### config.mk
export PLATFORM = sky130hd
export DESIGN_NAME = tsm_fltr_regbank
export DESIGN_NICKNAME = d
export VERILOG_FILES = /design/src/rtl/tsm_fltr_regbank.sv
export SDC_FILE = /design/constraint.sdc
export NUM_CORES = 1
export LEC_CHECK = 0
export CORE_MARGIN = 2
export CORE_UTILIZATION = 60
export DETAILED_ROUTE_END_ITERATION = 8
export DONT_BUFFER_PORTS = 1
export PLACE_DENSITY = 0.73
export SETUP_SLACK_MARGIN = 0.15
export SYNTH_ARGS = -nofsm -noshare
export SYNTH_HDL_FRONTEND = slang
export SYNTH_SLANG_ARGS = --single-unit
### constraint.sdc
create_clock -name hst_clk_i -period 29.5 [get_ports hst_clk_i]
set_input_delay 5.9 -clock hst_clk_i [delete_from_list [all_inputs] [get_ports hst_clk_i]]
set_output_delay 5.9 -clock hst_clk_i [all_outputs]
set_load 0.005 [all_outputs]
### src/rtl/tsm_fltr_regbank.sv
// tsm_fltr_regbank: APB register bank for the MAC filter.
// Holds filter control, hash table, station-address entries with enables and
// saturating event counters (clear-on-read / write-1-clear, sticky saturation).
// APB slave with exactly one wait state: pready is registered and pulses for one cycle.
module tsm_fltr_regbank #(
    parameter int NUM_STA   = 4,
    parameter int HASH_BITS = 64,
    parameter int NUM_CNT   = 2,
    parameter int CNT_W     = 32
) (
    input  logic                   hst_clk_i,
    input  logic                   hst_rst_i,
    input  logic                   hst_psel_i,
    input  logic                   hst_penable_i,
    input  logic                   hst_pwrite_i,
    input  logic [7:0]             hst_paddr_i,
    input  logic [31:0]            hst_pwdata_i,
    output logic [31:0]            hst_prdata_o,
    output logic                   hst_pready_o,
    output logic                   hst_pslverr_o,
    input  logic [NUM_CNT-1:0]     cnt_inc_i,
    output logic [5:0]             fltrctrl_o,
    output logic [10:0]            tsm_control_o,
    output logic [HASH_BITS-1:0]   hash_tbl_o,
    output logic [48*NUM_STA-1:0]  sta_addr_o,
    output logic [NUM_STA-1:0]     sta_en_o
);
    localparam int               HASH_W   = HASH_BITS / 32;
    localparam logic [47:0]      STA0_RST = 48'hC0B1_3C88_8888;
    localparam logic [10:0]      CTRL_RST = 11'b0101_0000_110;
    localparam logic [CNT_W-1:0] CNT_MAX  = {CNT_W{1'b1}};
    localparam logic [CNT_W-1:0] CNT_ONE  = CNT_W'(1);

    // Register state
    logic [5:0]                       fltctrl_q;
    logic [10:0]                      ctrl_q;
    logic                             coren_q;
    logic [NUM_STA-1:0]               staen_q;
    logic [HASH_W-1:0][31:0]          hash_q;
    logic [31:0]                      stage_q;
    logic [NUM_STA-1:0][47:0]         sta_q;
    logic [NUM_CNT-1:0][CNT_W-1:0]    cnt_q, cnt_d;
    logic [NUM_CNT-1:0]               sat_q, sat_d;
    logic [NUM_CNT-1:0]               cnt_clr;

    // Bus response state
    logic                             pready_q;
    logic                             pslverr_q;
    logic [31:0]                      prdata_q;

    logic                             acc_start, wr_acc, rd_acc;
    logic                             addr_hit;
    logic [31:0]                      rdata;

    // Station address bytes appear reversed on the bus; the swap is its own inverse.
    function automatic logic [31:0] bswap(input logic [31:0] d);
        return {d[7:0], d[15:8], d[23:16], d[31:24]};
    endfunction

    // The access edge is the one that raises pready; a held penable while
    // pready is high never re-triggers, so a transfer commits once.
    assign acc_start = hst_psel_i & hst_penable_i & ~pready_q;
    assign wr_acc    = acc_start & hst_pwrite_i;
    assign rd_acc    = acc_start & ~hst_pwrite_i;

    // Read mux and address decode; unmapped addresses read as zero.
    always_comb begin
        rdata    = '0;
        addr_hit = 1'b0;
        case (hst_paddr_i)
            8'h00: begin addr_hit = 1'b1; rdata[5:0]  = fltctrl_q; end
            8'h01: begin addr_hit = 1'b1; rdata[10:0] = ctrl_q;    end
            8'h02: begin
                addr_hit              = 1'b1;
                rdata[0]              = coren_q;
                rdata[16 +: NUM_CNT]  = sat_q;
            end
            8'h03: begin addr_hit = 1'b1; rdata[NUM_STA-1:0] = staen_q; end
            default: ;
        endcase
        for (int k = 0; k < HASH_W; k++) begin
            if (hst_paddr_i == 8'(4 + k)) begin
                addr_hit = 1'b1;
                rdata    = hash_q[k];
            end
        end
        for (int i = 0; i < NUM_STA; i++) begin
            if (hst_paddr_i == 8'(32 + 2*i)) begin
                addr_hit = 1'b1;
                rdata    = bswap(sta_q[i][31:0]);
            end
            if (hst_paddr_i == 8'(33 + 2*i)) begin
                addr_hit = 1'b1;
                rdata    = {sta_q[i][39:32], sta_q[i][47:40], 16'h0000};
            end
        end
        for (int j = 0; j < NUM_CNT; j++) begin
            if (hst_paddr_i == 8'(64 + j)) begin
                addr_hit = 1'b1;
                rdata    = 32'(cnt_q[j]);
            end
        end
    end

    // Counter next-state: clear beats increment except the increment itself
    // survives, so a clear coinciding with an event leaves the count at 1.
    always_comb begin
        cnt_clr = '0;
        cnt_d   = cnt_q;
        sat_d   = sat_q;
        for (int j = 0; j < NUM_CNT; j++) begin
            cnt_clr[j] = (wr_acc && hst_paddr_i == 8'h02 && hst_pwdata_i[8+j]) ||
                         (rd_acc && coren_q && hst_paddr_i == 8'(64 + j));
            if (cnt_clr[j])
                cnt_d[j] = cnt_inc_i[j] ? CNT_ONE : '0;
            else if (cnt_inc_i[j] && cnt_q[j] != CNT_MAX)
                cnt_d[j] = cnt_q[j] + CNT_ONE;
            if (wr_acc && hst_paddr_i == 8'h02 && hst_pwdata_i[16+j])
                sat_d[j] = 1'b0;
            // A new saturation event wins over a simultaneous flag clear.
            if (cnt_inc_i[j] && cnt_d[j] == CNT_MAX)
                sat_d[j] = 1'b1;
        end
    end

    // Control, hash and station registers; writes commit on the access edge.
    always_ff @(posedge hst_clk_i or posedge hst_rst_i) begin
        if (hst_rst_i) begin
            fltctrl_q <= 6'h3F;
            ctrl_q    <= CTRL_RST;
            coren_q   <= 1'b0;
            staen_q   <= '0;
            hash_q    <= '0;
            stage_q   <= '0;
            for (int i = 0; i < NUM_STA; i++)
                sta_q[i] <= (i == 0) ? STA0_RST : 48'h0;
        end else if (wr_acc) begin
            case (hst_paddr_i)
                8'h00: fltctrl_q <= hst_pwdata_i[5:0];
                8'h01: ctrl_q    <= hst_pwdata_i[10:0];
                8'h02: coren_q   <= hst_pwdata_i[0];
                8'h03: staen_q   <= hst_pwdata_i[NUM_STA-1:0];
                default: ;
            endcase
            for (int k = 0; k < HASH_W; k++)
                if (hst_paddr_i == 8'(4 + k))
                    hash_q[k] <= hst_pwdata_i;
            for (int i = 0; i < NUM_STA; i++) begin
                // Low half only stages; the datapath sees a whole address at once.
                if (hst_paddr_i == 8'(32 + 2*i))
                    stage_q <= bswap(hst_pwdata_i);
                if (hst_paddr_i == 8'(33 + 2*i))
                    sta_q[i] <= {hst_pwdata_i[23:16], hst_pwdata_i[31:24], stage_q};
            end
        end
    end

    // Event counters and sticky saturation flags.
    always_ff @(posedge hst_clk_i or posedge hst_rst_i) begin
        if (hst_rst_i) begin
            cnt_q <= '0;
            sat_q <= '0;
        end else begin
            cnt_q <= cnt_d;
            sat_q <= sat_d;
        end
    end

    // APB response: one-cycle pready, read data and error latched with it.
    always_ff @(posedge hst_clk_i or posedge hst_rst_i) begin
        if (hst_rst_i) begin
            pready_q  <= 1'b0;
            pslverr_q <= 1'b0;
            prdata_q  <= '0;
        end else begin
            pready_q  <= acc_start;
            pslverr_q <= acc_start & ~addr_hit;
            if (acc_start)
                prdata_q <= hst_pwrite_i ? 32'h0 : rdata;
        end
    end

    assign hst_prdata_o  = prdata_q;
    assign hst_pready_o  = pready_q;
    assign hst_pslverr_o = pslverr_q;
    assign fltrctrl_o    = fltctrl_q;
    assign tsm_control_o = ctrl_q;
    assign hash_tbl_o    = hash_q;
    assign sta_addr_o    = sta_q;
    assign sta_en_o      = staen_q;

endmodule

==> metrics.txt <==
status=complete, no violations; critical path class=primary input to register; Starting DRT DRC Count=1684; vias=14630; Post-synth EDFFs=0; Detailed Route WL=63090 um; number of global-route vias before repair=14420; via/cell ratio=7.242; Distinct cells, synth=79; H-tree depth=2; Fillers=2384; final RePlAce weighted congestion=0.9550; GR Overflow Total=0; CTS tree=built; CP required=29.94 ns; leading post-synthesis cells by cell area=dfrtp_1, mux2_2, dfstp_2, nand2_1, nor2_1; Seq cells post-synth=410; VDD IR max=0.07042 mV; # rows=65; ANT nets after route=0; Synth top area share=50.05%; Die Y=182.9 um; Yosys top cell by area=dfrtp_1; Final Hold Fails=0; Tmin final=8.710 ns; port bufs=0; Worst-path clk slew=0.06 ns; clk_lat worst skew=0.56 ns; sequential share of the synthesized area=53.60%; register area=10290 um2; initial antenna violation count=2; DP Cell Count=1941; pwr dens=58.08 nW/um2; overall power=1.217 mW; Post-Layout Cell Count=2020; RSZ-0062 raised after global routing=false; cts repair resizes=0; # Post-CTS Setup Buffers=0; die footprint=33450 um2; actual slew at the worst max-slew pin=1.233 ns; die span in x=182.9 um; max-cap violation count=0; worst min path class=register to register; Synth async-reset ratio=100.0%; placed inst area=19480 um2; wire per inst=31.23 um; dpl hpwl=43650 um; clk buf depth=3; Area growth, synth to finish=9.149%; Synth Instances=1627; Synth Cell Area=19200 um2; Final period util=29.53%; Syn Area/Cell=11.80 um2; core footprint=31560 um2; Setup TNS Final=0 ns; layout cell share with drive strength beyond 1=28.49%; # DRC=0; layout net count=1633; static leakage=9.759 nW; gr usage total=37.50%; antenna cells=0; crit path DAT=9.15 ns; top cells by count, synth=dfrtp_1, mux2_2, nand2_1; Slew Limit Fails=0; largest net degree at the start of global routing=170; top_reg_cell synth=dfrtp_1; Max Fclk=0.1148 GHz; total CTS buffers=43; clock sinks=410; net count after synthesis=1676; IO Pins=358; Final Setup Violations=0; clk_skew=0.02335 ns; hold_buf cts=0; synth warn=0; Multi-input gate area=8458 um2; critical-path maximum fanout=16; clock root buffer=clkbuf_16; TritonRoute pass-1 iters=6; worst relative slew slack=17.55%; Final Instance Area=20960 um2; first-pass GRT wire length=93660 um; most common cell in the netlist=dfrtp_1; crit end category=register; Initial Util=60.85%; Worst Setup Start Kind=primary input
-- metal layers --
layer  vias to the layer above  wire length (um)  global-route usage (%)
met5                         -                40                       0
met1                      7550             24360                   51.10
li1                       5994                 -                       -
met4                         4              2361                   12.61
met3                       170              7706                   12.83
met2                       910             28620                   56.82
-- critical path, stage by stage --
cell	delay, ns
nor4b_4	0.53
and2_1	0.40
nand2_1	0.54
nor2_2	0.96
a222oi_1	0.20
and3_1	0.27
o41ai_1	0.34
-- sequential cells by signal, summed over array words and instances (netlist names) --
name	cells
sta_en_o	4
sta_addr_o	192
tsm_control_o	11
coren_q	1
cnt_q	64
hst_prdata_o	32
hash_tbl_o	64
hst_pslverr_o	1
hst_pready_o	1
sat_q	2
stage_q	32
fltrctrl_o	6
-- stage by stage --
step | setup WS [ns] | hold slack, ns | util [%]
4_1_cts | 20.91 | 0.5334 | 66.42
2_1_floorplan | 12.24 | 0.4472 | -
3_5_place_dp | 20.33 | 0.5070 | 61.72
5_1_grt | 20.71 | 0.5516 | 66.42
6_report | 20.79 | 0.5276 | 66.42
3_3_place_gp | 20.47 | 0.5164 | 61.72
-- power by group --
group          total [mW]  internal, mW  switching [mW]
clock network       0.568         0.339           0.229
registers           0.601         0.576          0.0257
logic              0.0485        0.0163          0.0322
-- path summary, 6_finish.rpt --
check	startpoint	to	slack [ns]	depth (start not counted)
max	hst_paddr_i[4]	hst_prdata_o[2]$_DFFE_PP0P_	20.79	7
min	hst_prdata_o[13]$_DFFE_PP0P_	hst_prdata_o[13]$_DFFE_PP0P_	0.53	2
max reg2reg	cnt_q[15]$_DFF_PP0_	sat_q[0]$_DFFE_PP0P_	26.20	8
min reg2reg	hst_prdata_o[13]$_DFFE_PP0P_	hst_prdata_o[13]$_DFFE_PP0P_	0.53	2
max in group asynchronous	hst_rst_i	hst_prdata_o[9]$_DFFE_PP0P_	21.91	3
min in group asynchronous	hst_rst_i	hash_tbl_o[35]$_DFFE_PP0P_	5.31	1
-- cell usage in the layout (no fill, tap or decap), types with 8 or more instances in the layout --
| master | count |
|---|---|
| and3_1 | 19 |
| xor2_1 | 28 |
| o21ai_0 | 35 |
| dfrtp_1 | 384 |
| a22oi_1 | 22 |
| clkbuf_1 | 10 |
| clkinv_2 | 8 |
| nand2_1 | 138 |
| and4_1 | 12 |
| clkbuf_16 | 43 |
| a222oi_1 | 14 |
| o22ai_1 | 17 |
| buf_4 | 19 |
| clkbuf_8 | 10 |
| o221ai_1 | 28 |
| xnor2_1 | 21 |
| a2bb2oi_1 | 15 |
| nand3_1 | 48 |
| nand4_1 | 31 |
| a221o_1 | 16 |
| dfstp_2 | 26 |
| a221oi_1 | 28 |
| mux2_2 | 310 |
| nor4_1 | 10 |
| inv_1 | 13 |
| nor3_1 | 15 |
| o41ai_1 | 10 |
| a21oi_1 | 46 |
| nor2_1 | 105 |
-- cells by family (layout without fill, tap and decap cells) --
logic type | after synthesis | after routing | share of synthesized area (%)
buffers and inverters | 122 | 113 | 2.659
AOI/OAI and AO/OA | 277 | 277 | 10.82
xor gates and xnor gates | 49 | 49 | 2.235
muxes | 315 | 315 | 18.44
adders and majority gates | 2 | 2 | 0.1303
and+or+nand+nor | 452 | 452 | 12.11
DFF | 410 | 410 | 53.60
-- cell type report --
type / count / area share [%]
multi-input combinational: 1095 / 40.36
tap: 402 / 2.400
sequential: 410 / 49.11
clock buffer: 63 / 5.970
timing repair buffer: 20 / 0.7761
clock inverter: 16 / 1.099
inverter: 14 / 0.2866
(Power assumes the default switching activity.)
